File: config.mk
export PLATFORM = sky130hd
export DESIGN_NAME = rf_safe_shutdown
export DESIGN_NICKNAME = d
export VERILOG_FILES = /design/src/rtl/watchdog_pkg.sv /design/src/rtl/rf_safe_shutdown.sv
export SDC_FILE = /design/constraint.sdc
export NUM_CORES = 1
export LEC_CHECK = 0
export CAP_MARGIN = 5
export CORE_ASPECT_RATIO = 1.4
export CORE_MARGIN = 1
export CORE_UTILIZATION = 52
export CTS_BUF_LIST = sky130_fd_sc_hd__clkbuf_2 sky130_fd_sc_hd__clkbuf_4 sky130_fd_sc_hd__clkbuf_8
export DETAILED_ROUTE_END_ITERATION = 16
export HOLD_SLACK_MARGIN = 0.02
export PLACE_DENSITY = 0.91
export SYNTH_ARGS = -nofsm -noshare
export SYNTH_HDL_FRONTEND = slang
export SYNTH_SLANG_ARGS = --single-unit
File: constraint.sdc
create_clock -name clk -period 2.4 [get_ports clk]
set_input_delay 0.48 -clock clk [delete_from_list [all_inputs] [get_ports clk]]
set_output_delay 0.48 -clock clk [all_outputs]
set_load 0.02 [all_outputs]
File: src/rtl/watchdog_pkg.sv
// rtl/watchdog_pkg.sv - shared state encoding and default constants for the watchdog/RF shutdown path
package watchdog_pkg;

    typedef enum logic [1:0] {
        ST_IDLE  = 2'd0,
        ST_RUN   = 2'd1,
        ST_RAMP  = 2'd2,
        ST_FAULT = 2'd3
    } rf_state_e;

    localparam int GAIN_W_DEF     = 16;
    localparam int STEP_DEF       = 256;
    localparam int RAMP_DIV_DEF   = 1000;
    localparam int WARN_SHIFT_DEF = 1;

endpackage

File: src/rtl/rf_safe_shutdown.sv
// rtl/rf_safe_shutdown.sv - watchdog-driven carrier gain limiter with graceful ramp-down and latched fault
module rf_safe_shutdown
    import watchdog_pkg::*;
#(
    parameter int GAIN_W     = GAIN_W_DEF,
    parameter int STEP       = STEP_DEF,
    parameter int RAMP_DIV   = RAMP_DIV_DEF,
    parameter int WARN_SHIFT = WARN_SHIFT_DEF
) (
    input  logic              clk,
    input  logic              rstn,
    input  logic              wd_triggered,
    input  logic              wd_warning,
    input  logic              rf_enable_req,
    input  logic [GAIN_W-1:0] gain_in,
    input  logic              clear_fault,
    output logic [GAIN_W-1:0] gain_out,
    output logic              rf_enable_out,
    output logic              fault_latched,
    output logic [1:0]        state_o
);

    localparam int DIV_W = (RAMP_DIV > 1) ? $clog2(RAMP_DIV) : 1;
    localparam logic [DIV_W-1:0]  DIV_LAST = DIV_W'(RAMP_DIV - 1);
    localparam logic [GAIN_W-1:0] STEP_G   = GAIN_W'(STEP);

    rf_state_e         state_q;
    logic [GAIN_W-1:0] gain_q;
    logic              rf_en_q;
    logic              fault_q;
    logic [DIV_W-1:0]  div_q;

    logic [GAIN_W-1:0] gain_run_d;
    logic [GAIN_W-1:0] gain_dec_d;
    logic              tick_d;
    logic              fault_ramp_d;

    always_comb begin
        gain_run_d   = wd_warning ? (gain_in >> WARN_SHIFT) : gain_in;
        // Saturating step: never wraps below zero.
        gain_dec_d   = (gain_q > STEP_G) ? (gain_q - STEP_G) : '0;
        tick_d       = (div_q == DIV_LAST);
        fault_ramp_d = fault_q | wd_triggered;
    end

    always_ff @(posedge clk) begin
        if (!rstn) begin
            state_q <= ST_IDLE;
            gain_q  <= '0;
            rf_en_q <= 1'b0;
            fault_q <= 1'b0;
            div_q   <= '0;
        end else begin
            case (state_q)
                ST_IDLE: begin
                    gain_q  <= '0;
                    rf_en_q <= 1'b0;
                    if (rf_enable_req && !wd_triggered) begin
                        state_q <= ST_RUN;
                        rf_en_q <= 1'b1;
                    end
                end
                ST_RUN: begin
                    rf_en_q <= 1'b1;
                    div_q   <= '0;
                    if (wd_triggered) begin
                        state_q <= ST_RAMP;
                        fault_q <= 1'b1;
                    end else if (!rf_enable_req) begin
                        state_q <= ST_RAMP;
                    end else begin
                        gain_q <= gain_run_d;
                    end
                end
                ST_RAMP: begin
                    fault_q <= fault_ramp_d;
                    // Exit is decided on the registered gain, so a zero entry costs one cycle.
                    if (gain_q == '0) begin
                        state_q <= fault_ramp_d ? ST_FAULT : ST_IDLE;
                        rf_en_q <= 1'b0;
                        div_q   <= '0;
                    end else if (tick_d) begin
                        div_q  <= '0;
                        gain_q <= gain_dec_d;
                    end else begin
                        div_q <= div_q + 1'b1;
                    end
                end
                ST_FAULT: begin
                    gain_q  <= '0;
                    rf_en_q <= 1'b0;
                    fault_q <= 1'b1;
                    if (clear_fault && !wd_triggered) begin
                        state_q <= ST_IDLE;
                        fault_q <= 1'b0;
                    end
                end
                default: state_q <= ST_IDLE;
            endcase
        end
    end

    assign gain_out      = gain_q;
    assign rf_enable_out = rf_en_q;
    assign fault_latched = fault_q;
    assign state_o       = state_q;

endmodule

After elaboration in Yosys (flattened, before gate mapping) --
Index checks and enable logic that the tools add are counted.
Operators by class: add/subtract/negate cells 2, magnitude comparators 1, equality and inequality tests 13, muxes and demuxes 23, bitwise operators 1, reduce and logical (&&, ||, !) cells 11
Operator list (count):
- 16-bit 2-to-1 mux | 6
- 16-bit one-hot mux with 3 select lines | 1
- 10-bit 2-to-1 mux | 2
- 10-bit one-hot mux with 2 select lines | 1
- 16-bit by 9-bit > comparator with 1-bit output (second input constant) | 1
- 16-bit logical NOT | 1
- 2-bit inequality test (second input constant) | 8
- 16-bit by 9-bit subtractor with 16-bit output (second input constant) | 1
- 2-bit 2-to-1 mux | 6
- 10-bit by 1-bit adder with 10-bit output (second input constant) | 1
- 10-bit == test (second input constant) | 1
- 2-bit one-hot mux with 4 select lines | 1
- 4-bit AND reduction | 2
- 2-bit == test (second input constant) | 2
- 1-bit 2-to-1 mux | 4
- 1-bit one-hot mux with 4 select lines | 1
- 3-bit inequality test (second input constant) | 1
- 1-bit one-hot mux with 3 select lines | 1
- 3-bit nonzero test | 1
- 2-bit by 1-bit == test with 1-bit output (second input constant) | 1
- 1-bit logical AND | 2
- 2-bit logical NOT | 1
- 2-bit AND reduction | 1
- 2-bit nonzero test | 1
- 3 further kinds | 3
Storage, ports and cells: register bits 30, bits of input ports 22, output and inout bits 20, logic and storage cells 56

Depth between registers and ports, before layout --
depth in word-level cells 5, gate-level depth with buffers 8, gate-level depth less buffers 7

Worst setup path after synthesis --
Ideal clock, no wire load.
path type reg2reg, start point reg gain_q[8] (netlist: gain_out[8]), end point reg gain_q[15] (netlist: gain_out[15]), library setup time 0.117 ns, data arrival time 2.237 ns, data required time 2.283 ns, path slack 0.046 ns, stages on the path, launching flop included 9, path buffers 1, clock period less this slack 2.354 ns, cell sequence dfxtp_1 inv_1 ha_1 or3b_2 nor4_1 o41ai_1 buf_4 o21ai_0 a32o_1
On the way: longest elaborated chain between the ends 5, elaborated cells on any way between the ends 9, those cells by class add/sub: 1; order compare: 1; eq/ne: 1; mux: 4; reduce/logical: 2
Ends and longest elaborated chain:
- start: declaration | RTL line rf_safe_shutdown.sv:28 | logic [GAIN_W-1:0] gain_q;
- start signal: assignment | RTL line rf_safe_shutdown.sv:72 | gain_q <= gain_run_d;
- start signal: assignment | RTL line rf_safe_shutdown.sv:84 | gain_q <= gain_dec_d;
- 16-bit by 9-bit subtractor with 16-bit output or 16-bit by 9-bit > comparator with 1-bit output (tied branches) | RTL line rf_safe_shutdown.sv:41 | gain_dec_d = (gain_q > STEP_G) ? (gain_q - STEP_G) : '0;
- 16-bit 2-to-1 mux | RTL line rf_safe_shutdown.sv:41
- 16-bit 2-to-1 mux | RTL line rf_safe_shutdown.sv:82 | end else if (tick_d) begin
- 16-bit 2-to-1 mux | RTL line rf_safe_shutdown.sv:78 | if (gain_q == '0) begin
- 16-bit one-hot mux with 3 select lines | RTL line rf_safe_shutdown.sv:54 | case (state_q)
Several ways; a longest one is shown, not always the timed one. The select of a mux whose other input is x is not followed. A chain may end at the register's enable or synchronous reset.

Worst setup path after layout --
start point reg gain_q[3] (netlist: gain_out[3]), end point reg gain_q[15] (netlist: gain_out[15])
The elaborated chain is that of the path after synthesis.

==> metrics <==
Initial Utilization=0.544; largest net degree at the start of global routing=15; Vert. Die Dim=72.3 um; CTS tree=done; Worst-path clk slew=0.07 ns; Bufs and invs on worst path=0; vias in the first global route=1674; Worst-Margin Slew=0.497 ns; number of cell rows=25; fin area=0.00245 sq mm; Tot GR Track Use=0.248; slowest stage delay, CP=0.62 ns; total iterations of the first detailed-routing run=4; slowest CP cell=or4_1; CTS Root Cell=clkbuf_8; Final GP Congestion=0.842; Hold Fails Final Rpt=0; CP Max Fanout=11; latest clock arrival within the worst-skew pair=0.29 ns; synthesized area=0.00184 sq mm; post-DP HPWL=3300 um; area grow syn2layout=33.1%; Power Total=2.09 mW; critical path launch point=gain_out[3]; end point of the critical path=gain_out[15]; Final ANT Viol Nets=0; area share of the largest cell type after synthesis=0.327; WP depth=5; WL/cell=14.0 um; CORE AREA=0.00338 sq mm; skew final=0.00967 ns; Mapped Nets=around 240; n_diodes=0; Pwr Density=around 850 mW/mm^2; Area contributors post-synth=dfxtp_1 33%, mux2i_1 7.6%, mux2_2 6.1%, nand2_1 4.9%, ha_1 4.8%; yosys warns=0; CP endpoint kind=register; setup ws final=0.0995 ns; total clock sinks=30; ordered cell list for the critical path=or4_1 -> or4_4 -> o211ai_2 -> o21ai_0 -> a32o_1; endpoints failing setup=0; P_leak=0.930 nW; first-pass GRT wire length=7060 um; vias=1746; worst min path class=register to register; Post-synth EDFFs=0; Port-buffer cells=just over 40; Top Family by Delay on Critical Path=simple AND/OR/NAND/NOR gates; FILL cells=254; outcome=completed; Worst VDD drop=520 uV; Synth Instances=212; Reg area=roughly 600 sq um; WS Path Type=register to register; Critical Path RT=2.59 ns; flops & latches, synth=30; fraction of registers with async set/reset=0; area leader, netlist=dfxtp_1; Placed Area=around 0.0023 sq mm; final setup TNS=0 ns; H-tree levels=2; Nets=291; reg2reg start=gain_out[3]; Reg2Reg Depth=5; DRT iter0 DRCs=55; relative slew slack=0.668; Reg2Reg Setup Slack=0.1 ns; setup bufs post-CTS=0; syn avg cell area=8.67 sq um; final slew viol count=0; maximum root-to-sink buffer count=2; final core utilization=0.724; pre-CTS setup slack=-0.0451 ns; Multi-input gate area=0.00115 sq mm; Netlist cell types=47; initial antenna violation count=0; reg-to-reg endpoint=gain_out[15]; DIE AREA=approximately 0.0038 sq mm; nature of the critical path startpoint=register; Period minus WS final=2.30 ns; Ports=42; final period utilization=0.959; Die X=52.2 um; total CTS buffers=5; post-synthesis sequential area ratio=0.327; total wire length=4230 um; DR vias/cell=5.76; DRC viols=0; dominant synthesized flop cell=dfxtp_1; Arr. time, crit path=approximately 2.5 ns; grt total ovfl=0; Max Freq=about 430 MHz; number of max-cap violations=0; share of cells above drive strength 1=0.160
==> per-stage QoR <==
step / hold slack, ns / cells
floorplan: 0.477 / 212
global placement: 0.457 / 295
detailed placement: 0.472 / 295
CTS: 0.483 / 303
global route: 0.501 / 303
finish: 0.478 / 303
==> how the worst min path moves through the flow <==
stage	from	endpoint	cells after the start
CTS	gain_out[0]	gain_out[0]	2
detailed placement	gain_out[0]	gain_out[0]	2
floorplan	div_q[9]	div_q[9]	2
finish	gain_out[0]	gain_out[0]	2
global placement	gain_out[5]	gain_out[5]	2
global route	gain_out[0]	gain_out[0]	2
==> registers in the layout, summed over array words and instances (netlist names) <==
| signal | count |
|---|---|
| gain_out | 16 |
| div_q | 10 |
| state_o | 2 |
| fault_latched | 1 |
| rf_enable_out | 1 |
==> worst register-to-register path, stage by stage, from the launching register on <==
cell and delay [ns]:
dfxtp_1 0.33, or4_1 0.62, or4_4 0.58, o211ai_2 0.21, o21ai_0 0.19, a32o_1 0.28
==> synth_stat cells, types with 4 or more instances <==
cell / number
a32o_1: 5
clkbuf_1: 7
dfxtp_1: 30
ha_1: 7
inv_1: 8
mux2_2: 10
mux2i_1: 14
nand2_1: 24
nand4_1: 6
nor2_1: 17
nor3_1: 5
o21ai_0: 12
or4_1: 4
xnor2_1: 6
==> area by class of cell <==
class                   count  area share
repair buffers             56       0.214
well taps                  40      0.0205
multi-input cells         161       0.469
clock buffers               6      0.0338
clock inverters             2     0.00512
inverters                   8      0.0123
flip-flops and latches     30       0.246
==> metal layers <==
| metal | global-route usage | vias up | wire, um |
|---|---|---|---|
| met4 | 0.123 | 0 | 115 |
| li1 | - | 872 | - |
| met2 | 0.444 | 30 | 2210 |
| met5 | 0 | - | 0 |
| met1 | 0.258 | 834 | 1780 |
| met3 | 0.0650 | 10 | 128 |
==> layout by cell type, fill, tap and decap left out, drive strengths merged, types with 2 or more instances in the layout <==
cell and count:
a21oi 3, nand3 3, mux2i 14, a21boi 3, xnor2 6, nor2b 3, o211ai 3, nor4 3
mux2 10, o21bai 2, clkbuf 6, inv 8, nand4 6, or3b 2, o21ai 13, nor3b 2
o22ai 2, ha 7, and3 3, a32o 5, or4 5, buf 15, o41ai 3, xor2 3
nand2 24, o22a 2, nor3 5, clkdlybuf4s50 41, and2 2, nor2 17, dfxtp 30
==> cells by family (layout without fill, tap and decap cells) <==
group / after synthesis / count (layout) / synth area share
buffers and inverters: 21 / 72 / 0.0524
xor gates and xnor gates: 9 / 9 / 0.0429
DFF: 30 / 30 / 0.327
AOI/OAI and AO/OA: 44 / 44 / 0.182
adders and majority gates: 7 / 7 / 0.0476
and+or+nand+nor: 77 / 77 / 0.211
muxes: 24 / 24 / 0.138
==> power breakdown <==
group / internal [mW] / switching [mW] / leakage, nW
logic: 0.470 / 0.550 / 0.639
clock network: 0.230 / 0.199 / 0.0472
registers: 0.571 / 0.0650 / 0.244
total: 1.27 / 0.814 / 0.930
==> repair_timing <==
action	in CTS	in global routing
hold buffers	0	0
setup endpoints to repair	0	1
gates resized for setup	0	1
No activity file was read; power rests on OpenSTA's default activity.
